==> src/rtl/port_out_fifo_if.sv <==
// Byte handshake between switch fabric, egress FIFO and output-port consumer.
// drop_cnt/rd_cnt exist only when PORT_OUT_STATS_EN is defined.
interface port_out_fifo_if #(
  parameter int DEPTH = 16,
  parameter int CNT_W = $clog2(DEPTH) + 1
);
  logic [7:0]       wr_data;
  logic             wr_en;
  logic             full;
  logic [CNT_W-1:0] level;
  logic [7:0]       data;
  logic             ready;
  logic             read;
`ifdef PORT_OUT_STATS_EN
  logic [7:0]       drop_cnt;
  logic [15:0]      rd_cnt;
`endif

  // FIFO side of the port
  modport fifo (
    input  wr_data, wr_en, read,
    output full, level, data, ready
`ifdef PORT_OUT_STATS_EN
    , output drop_cnt, rd_cnt
`endif
  );

  // Fabric writer plus port consumer
  modport master (
    output wr_data, wr_en, read,
    input  full, level, data, ready
`ifdef PORT_OUT_STATS_EN
    , input drop_cnt, rd_cnt
`endif
  );
endinterface

==> src/rtl/port_out_fifo.sv <==
// Show-ahead egress byte FIFO for one switch output port.
// Optional drop/pop statistics counters are compiled in with PORT_OUT_STATS_EN.
module port_out_fifo #(
  parameter int DEPTH = 16,
  parameter int CNT_W = $clog2(DEPTH) + 1
) (
  input  logic          clk,
  input  logic          reset,
  port_out_fifo_if.fifo port
);
  localparam int PTR_W = $clog2(DEPTH);

  logic [7:0]       mem_q [DEPTH];
  logic [PTR_W-1:0] wptr_q, wptr_d;
  logic [PTR_W-1:0] rptr_q, rptr_d;
  logic [CNT_W-1:0] level_q, level_d;
  logic [7:0]       data_q, data_d;
  logic             ready_q, ready_d;
  logic             full_q, full_d;
  logic             push, pop;

  always_comb begin
    pop     = port.read && ready_q;
    push    = port.wr_en && (!full_q || pop);
    wptr_d  = push ? PTR_W'(wptr_q + 1'b1) : wptr_q;
    rptr_d  = pop  ? PTR_W'(rptr_q + 1'b1) : rptr_q;
    level_d = level_q;
    case ({push, pop})
      2'b10:   level_d = CNT_W'(level_q + 1'b1);
      2'b01:   level_d = CNT_W'(level_q - 1'b1);
      default: level_d = level_q;
    endcase
    ready_d = (level_d != '0);
    full_d  = (level_d == CNT_W'(DEPTH));
    // New head may be the byte being written this cycle; forward it past the RAM.
    data_d  = data_q;
    if (ready_d) begin
      if (push && (wptr_q == rptr_d))
        data_d = port.wr_data;
      else
        data_d = mem_q[rptr_d];
    end
  end

  // Storage: payload only, never reset
  always_ff @(posedge clk) begin
    if (push)
      mem_q[wptr_q] <= port.wr_data;
  end

  // Control and registered head
  always_ff @(posedge clk or posedge reset) begin
    if (reset) begin
      wptr_q  <= '0;
      rptr_q  <= '0;
      level_q <= '0;
      data_q  <= 8'h00;
      ready_q <= 1'b0;
      full_q  <= 1'b0;
    end else begin
      wptr_q  <= wptr_d;
      rptr_q  <= rptr_d;
      level_q <= level_d;
      data_q  <= data_d;
      ready_q <= ready_d;
      full_q  <= full_d;
    end
  end

  assign port.data  = data_q;
  assign port.ready = ready_q;
  assign port.full  = full_q;
  assign port.level = level_q;

`ifdef PORT_OUT_STATS_EN
  logic [7:0]  drop_cnt_q;
  logic [15:0] rd_cnt_q;

  // Statistics: drops saturate, pops wrap
  always_ff @(posedge clk or posedge reset) begin
    if (reset) begin
      drop_cnt_q <= 8'h00;
      rd_cnt_q   <= 16'h0000;
    end else begin
      if (port.wr_en && !push && (drop_cnt_q != 8'hFF))
        drop_cnt_q <= drop_cnt_q + 8'h01;
      if (pop)
        rd_cnt_q <= rd_cnt_q + 16'h0001;
    end
  end

  assign port.drop_cnt = drop_cnt_q;
  assign port.rd_cnt   = rd_cnt_q;
`endif
endmodule

==> src/flat_wrapper.sv <==
// flat-port wrapper written by rule: the top's interface ports become plain ports
module port_out_fifo_flat 
#(
  parameter int DEPTH = 16,
  parameter int CNT_W = $clog2(DEPTH) + 1
)
  (clk, reset, port_wr_data, port_wr_en, port_read, port_full, port_level, port_data, port_ready);
  port_out_fifo_if #(.DEPTH(DEPTH), .CNT_W(CNT_W)) port_i ();
  input  logic clk;
  input  logic reset;
  input wire logic [$bits(port_i.wr_data)-1:0] port_wr_data;
  input wire logic [$bits(port_i.wr_en)-1:0] port_wr_en;
  input wire logic [$bits(port_i.read)-1:0] port_read;
  output wire logic [$bits(port_i.full)-1:0] port_full;
  output wire logic [$bits(port_i.level)-1:0] port_level;
  output wire logic [$bits(port_i.data)-1:0] port_data;
  output wire logic [$bits(port_i.ready)-1:0] port_ready;
  assign port_i.wr_data = port_wr_data;
  assign port_i.wr_en = port_wr_en;
  assign port_i.read = port_read;
  assign port_full = port_i.full;
  assign port_level = port_i.level;
  assign port_data = port_i.data;
  assign port_ready = port_i.ready;
  port_out_fifo #(.DEPTH(DEPTH), .CNT_W(CNT_W)) u_core (.clk(clk), .reset(reset), .port(port_i));
endmodule
==> config.mk <==
export PLATFORM = sky130hd
export DESIGN_NAME = port_out_fifo_flat
export DESIGN_NICKNAME = d
export VERILOG_FILES = /design/src/rtl/port_out_fifo_if.sv /design/src/rtl/port_out_fifo.sv /design/src/flat_wrapper.sv
export SDC_FILE = /design/constraint.sdc
export NUM_CORES = 1
export LEC_CHECK = 0
export CAP_MARGIN = 10
export CORE_MARGIN = 10
export CORE_UTILIZATION = 45
export DETAILED_ROUTE_END_ITERATION = 12
export SLEW_MARGIN = 10
export SYNTH_ARGS = -nofsm -noshare
export SYNTH_HDL_FRONTEND = slang
export SYNTH_SLANG_ARGS = --single-unit
==> constraint.sdc <==
create_clock -name clk -period 7.23 [get_ports clk]
set_input_delay 0.723 -clock clk [delete_from_list [all_inputs] [get_ports clk]]
set_output_delay 0.723 -clock clk [all_outputs]
set_load 0.005 [all_outputs]
# After elaboration in Yosys (flattened, before gate mapping)
# Memory sizes are Yosys's and may differ from the RTL's. A register that Yosys moved wholly into a read port is not among the register bits.
# Index checks and enable logic that the tools add are counted.
# W data, S select, Z words.
# classes
add_sub_neg	4
mul	0
div_mod_pow	0
n_lt_le_gt_ge	0
eq_ne	3
shift	0
n_mux	4
bitwise_logic	0
reduce_logical	5
# ops
cell	count
$pmux W5 S2	1
$add A4 B1 Y4 const B	2
$add A5 B1 Y5 const B	1
$eq A5 B5 Y1 const B	1
$reduce_bool A5 Y1	1
$sub A5 B1 Y5 const B	1
$mux W4	1
$eq A2 B1 Y1 const B	1
$eq A2 B2 Y1 const B	1
$logic_and A1 B1 Y1	2
$mux W1	2
$logic_not A1 Y1	1
$logic_or A1 B1 Y1	1
# totals
reg_bits	15
latch_bits	0
mem_bits_rw	128
romBits	0
input_bits	12
output_inout_bits	15
word_cells	22
n_memories	1
# mem_list
name	words	word_bits	rd	rd_clocked_by_memory_dff	wr	line	source
u_core.mem_q	16	8	1	1	1	port_out_fifo.sv:13	logic [7:0] mem_q [DEPTH];

# Longest topological paths before layout
# depth
word_depth	6
mapped_depth	14
mapped_depth_nobuf	12

# Worst setup path after synthesis
# No wires, ideal clock.
# synth_path
kind	input to register
from	in port_read
to	reg u_core.data_q[1] (netlist: u_core.port.data[1]), read port of u_core.mem_q
setup_time_ns	0.128
arrival_time_ns	3.312
t_required_ns	7.102
path_slack_ns	3.791
cell_stages	14
path_buffers	2
cell_sequence	nand2_2 -> a21boi_2 -> inv_1 -> ha_1 -> buf_2 -> xor2_1 -> ha_1 -> a21oi_1 -> mux2i_1 -> xnor2_1 -> a211oi_1 -> nor2b_1 -> buf_2 -> mux2_1
# synth_via
elab_chain_len	6
word_cells_on_any_way	8
classes_between	2 x eq/ne; 2 x mux; 4 x reduce/logical
# synth_rtl
item	line	source
from (decl)	flat_wrapper.sv:13	input wire logic [$bits(port_i.read)-1:0] port_read;
$logic_and A1 B1 Y1 (*)	port_out_fifo.sv:23	pop = port.read && ready_q;
$logic_or A1 B1 Y1	port_out_fifo.sv:24	push = port.wr_en && (!full_q || pop);
$logic_and A1 B1 Y1	port_out_fifo.sv:24	
$eq A2 B1 Y1 / $eq A2 B2 Y1 (equally long branches)	port_out_fifo.sv:28	case ({push, pop})
$pmux W5 S2 (*)	port_out_fifo.sv:28	
via u_core.level_d[2]	port_out_fifo.sv:16	logic [CNT_W-1:0] level_q, level_d;
$reduce_bool A5 Y1 (*)	port_out_fifo.sv:33	ready_d = (level_d != '0);
to (decl)	port_out_fifo.sv:17	logic [7:0] data_q, data_d;
# The timed path passes the listed nets; every way through them passes the cells marked *.
# A chain may end at the register's enable or synchronous reset.

# Final worst setup path
# layout_path
from	in port_read
to	reg u_core.data_q[6] (netlist: u_core.port.data[6]), read port of u_core.mem_q
# Same word-level chain as after synthesis.

==> metrics.log <==
[metrics] clock insertion delay at the later pin of the skew report: 0.43 ns
[metrics] count of buffers from port buffering: 26
[metrics] Reg2Reg Depth: 12
[metrics] instance count of the mapped netlist: 562
[metrics] startpoint kind of the worst setup timing path: primary input
[metrics] Clk network pwr share: 26.2%
[metrics] flip-flop and latch count after synthesis: 151
[metrics] share of flip-flops with an asynchronous set or reset: 15.2%
[metrics] maximum number of pins on one net before global-route repair: between 70 and 80
[metrics] Final Cycle Share: a little over 60%
[metrics] status: completed
[metrics] leakage component of the power: 3.26 nW
[metrics] clock tree from TritonCTS: done
[metrics] clk_skew: 0.00606 ns
[metrics] Post-Syn Area: 0.00757 mm2
[metrics] time the final worst path needs with I/O delays and setup: about 4.4 ns
[metrics] global route hottest layer: met2
[metrics] worst voltage drop across the vdd grid: 196 uV
[metrics] Ports: 27
[metrics] beginning of the critical path: port_read
[metrics] endpoint of the worst hold-timing path: u_core.port.data[7]
[metrics] Post-Route Setup TNS: 0 ns
[metrics] number of buffers inserted during clock tree synthesis: 17
[metrics] cell row count: 47
[metrics] area grow syn2layout: 14.6%
[metrics] final routed wirelength across all metal layers: 18500 um
[metrics] number of buffers inserted by post-CTS setup repair: 0
[metrics] net count of the mapped netlist: around 580
[metrics] ordered list of cells on the worst path: clkdlybuf4s50_1, nand2_2, a21boi_2, inv_1, ha_1, xor2_1, ha_1, a21oi_1, mux2i_1, xnor2_1, a211oi_1, nor2b_1, mux2_1
[metrics] wire length of the first global-routing pass: 28200 um
[metrics] Hold WC Path Type: register to register
[metrics] Reg2Reg Capture Point: u_core.port.data[6]
[metrics] data arrival time of the critical path: between 4 and 5 ns
[metrics] DRC violation count after routing: 0
[metrics] number of enable-type register cells in the synthesized netlist: 128
[metrics] largest fanout on the critical path: 10
[metrics] most common cell after layout, fill and taps aside: sky130_fd_sc_hd__mux2i_1
[metrics] overall die area: roughly 0.022 mm2
[metrics] logic gate share of total power: 40.5%
[metrics] internal power: 0.00249 W
[metrics] total of fill cells in the finished design: ~1400
[metrics] antenna cell count: 0
[metrics] final hold viol count: 0
[metrics] Starting DRT DRC Count: 341
[metrics] root buffer cell: sky130_fd_sc_hd__clkbuf_16
[metrics] portion of the post-synthesis area used by sequential elements: between 50% and 60%
[metrics] post-detailed-route via-to-cell ratio: 5.99
[metrics] sequential cell fraction of total power: 33.4%
[metrics] cts repair resizes: 0
[metrics] biggest area consumer among synthesized cells: sky130_fd_sc_hd__edfxtp_1
[metrics] leading cell types by total area after synthesis: sky130_fd_sc_hd__edfxtp_1, sky130_fd_sc_hd__mux2i_1, sky130_fd_sc_hd__dfrtp_1
[metrics] Final Wtd Congestion: 0.789
[metrics] overall global routing resource usage: between 15 and 20%
[metrics] category of the critical setup timing path: primary input to register
[metrics] post-detailed-route count of antenna-violating nets: 0
[metrics] number of nets in the layout: just under 600
[metrics] commonest cells after routing, fill and taps aside: sky130_fd_sc_hd__mux2i_1, sky130_fd_sc_hd__edfxtp_1, sky130_fd_sc_hd__o22ai_1
[metrics] Clock Pin Slew Worst Setup and Hold Paths: ~0.06 ns
[metrics] Detailed Place HPWL: 11200 um
[metrics] number of sinks on the clock net: ~150
[metrics] largest stage delay on the critical path: approximately 0.77 ns
[metrics] number of iterations in the first detailed-routing pass: 5
[metrics] Cells on Worst Hold Path: 1
[metrics] clock buffer depth: 2
[metrics] cell count after placement: 777
[metrics] main flop type after synthesis: sky130_fd_sc_hd__edfxtp_1
[metrics] Worst Tran Pin Value: 1.16 ns
[metrics] highest attainable clock frequency: 227 MHz
[metrics] number of pins exceeding their max-slew limit in the final report: 0
[metrics] dominant cell type by count on the critical path: sky130_fd_sc_hd__ha_1
[metrics] Power Dens Cells: 449 mW/mm2
[metrics] area share of the largest cell type after synthesis: between 50% and 60%
[metrics] total of endpoints with negative setup slack in the final report: 0
[metrics] number of standard cells in the layout, taps in and fillers out: 809
[metrics] hold_sp: u_core.port.data[7]
[metrics] core region area: 0.0165 mm2
[metrics] Yosys warnings: 0
[metrics] start of the worst register-to-register path: u_core.port.ready
[metrics] Die Y-Extent: roughly 150 um
[metrics] horizontal extent of the die: 150 um
[metrics] switching part of the total power: 36.0%
[metrics] met1 demand-to-capacity share in global routing: 21.3%
[metrics] per-cell routed wire length: 22.9 um
[metrics] level count of the clock H-tree: 4
[metrics] hold_buf cts: 0
[metrics] initial cell density of the core: about 46%
[metrics] met2 layer usage reported by global route: 27.4%
[metrics] synthesized area divided by synthesized cell count: approximately 13 um2
[metrics] minimum setup slack among reg-to-reg paths: 3.23 ns
[metrics] RSZ-0062 raised after global routing: no
[metrics] Global Route met3 Usage: 3.62%
[metrics] GR Overflow Total: 0
[metrics] endpoint kind of the worst setup timing path: register
[metrics] MaxCap Viol Count: 0
[metrics] worst rel slew slack: 22.7%
[metrics] Cell variety after synth: 52
[metrics] Vias: 4843
[metrics] cell with the largest stage delay on the worst path: sky130_fd_sc_hd__nor2b_1
[metrics] Net Switching: 0.00140 W
[metrics] fraction of final layout cells sized beyond drive strength 1: 9.00%
[metrics] Critical Path RT: 7.53 ns
[metrics] vias in the first global route: 4907
[metrics] number of antenna violations at the first check in global routing: 0
==> worst max-delay path: cells and delay by family <==
family,cells,cell delay [ns]
xor+xnor,2,0.30
buf+inv,2,0.79
fa+ha+maj,2,0.60
compound gates,3,0.75
mux,2,0.62
simple gates,2,0.94
==> worst max-delay path by stage <==
stage                                endpoint
after global routing      u_core.port.data[6]
after global placement    u_core.port.data[5]
after CTS                 u_core.port.data[6]
after floorplan           u_core.port.data[1]
final                     u_core.port.data[6]
after detailed placement  u_core.port.data[4]
==> metal layers <==
| layer | vias up | wire [um] |
|---|---|---|
| li1 | 2235 | - |
| met1 | 2482 | 8550 |
| met2 | 111 | 8950 |
| met3 | 15 | 736 |
| met4 | 0 | 261 |
| met5 | - | 0 |
==> registers in the layout, summed over array words and instances (netlist names) <==
signal             cells
u_core.mem_q         128
u_core.port.ready      1
u_core.wptr_q          4
u_core.rptr_q          4
u_core.port.full       1
u_core.port.level      5
u_core.port.data       8
==> cells in the mapped netlist, types with 2 or more instances <==
master                     instances
sky130_fd_sc_hd__mux2i_1         133
sky130_fd_sc_hd__edfxtp_1        128
sky130_fd_sc_hd__o22ai_1          64
sky130_fd_sc_hd__nor2_1           28
sky130_fd_sc_hd__buf_2            23
sky130_fd_sc_hd__dfrtp_1          23
sky130_fd_sc_hd__nor4_1           18
sky130_fd_sc_hd__inv_1            14
sky130_fd_sc_hd__a211o_1          10
sky130_fd_sc_hd__clkbuf_1         10
sky130_fd_sc_hd__ha_1              8
sky130_fd_sc_hd__nor3_1            7
sky130_fd_sc_hd__xnor2_1           7
sky130_fd_sc_hd__and2_1            6
sky130_fd_sc_hd__nand2_1           6
sky130_fd_sc_hd__nand3_1           6
sky130_fd_sc_hd__nand3b_1          6
sky130_fd_sc_hd__a211oi_1          5
sky130_fd_sc_hd__a32oi_1           5
sky130_fd_sc_hd__buf_4             5
sky130_fd_sc_hd__mux2_1            5
sky130_fd_sc_hd__a21oi_1           4
sky130_fd_sc_hd__o31ai_1           3
sky130_fd_sc_hd__a21o_1            2
sky130_fd_sc_hd__buf_1             2
sky130_fd_sc_hd__nor2b_1           2
sky130_fd_sc_hd__nor3b_1           2
sky130_fd_sc_hd__o21a_1            2
sky130_fd_sc_hd__o21ai_0           2
sky130_fd_sc_hd__xnor3_1           2
sky130_fd_sc_hd__xor2_1            2
sky130_fd_sc_hd__xor3_1            2
==> area by class of cell <==
cell class                      instances  area (um2)  share of cell area (%)
Tap cell                              220         275                    3.17
Clock buffer                           18         429                    4.95
Clock inverter                         14         254                    2.93
Inverter                               15        56.3                   0.649
Timing Repair Buffer                   36         335                    3.86
Sequential cell                       151        4420                    51.0
Multi-Input combinational cell        355        2910                    33.5
==> cell families after synthesis <==
logic type / count (synthesis) / share of synthesized area, %
buffers and inverters: 56 / 3.50
XOR/XNOR: 14 / 2.48
AND/OR/NAND/NOR: 89 / 6.28
multiplexers: 139 / 18.5
adder cells (fa/ha/maj): 8 / 1.32
AO/OA/AOI/OAI: 105 / 9.55
flip-flops: 151 / 58.4
==> per-stage QoR <==
step / power [W] / hold WS, ns / utilization (%) / worst slack, ns / area [um2]
final: 0.00389 / 0.511 / 52.5 / 2.82 / 8680
after global placement: 0.00284 / 0.500 / 48.4 / 2.52 / 8000
after detailed placement: 0.00289 / 0.511 / 48.4 / 2.34 / 8000
after global routing: 0.00409 / 0.536 / 52.5 / 2.41 / 8680
after CTS: 0.00391 / 0.523 / 52.5 / 2.78 / 8680
after floorplan: 0.00241 / 0.489 / - / 3.79 / 7570
==> power groups by stage <==
stage,Clock (W),Combinational [W],Sequential [W]
2_1_floorplan,0,0.00124,0.00117
3_3_place_gp,0,0.00154,0.00130
3_5_place_dp,0,0.00158,0.00131
4_1_cts,0.00103,0.00158,0.00130
5_1_grt,0.00107,0.00170,0.00132
6_report,0.00102,0.00158,0.00130
No activity file was read; power rests on OpenSTA's default activity.
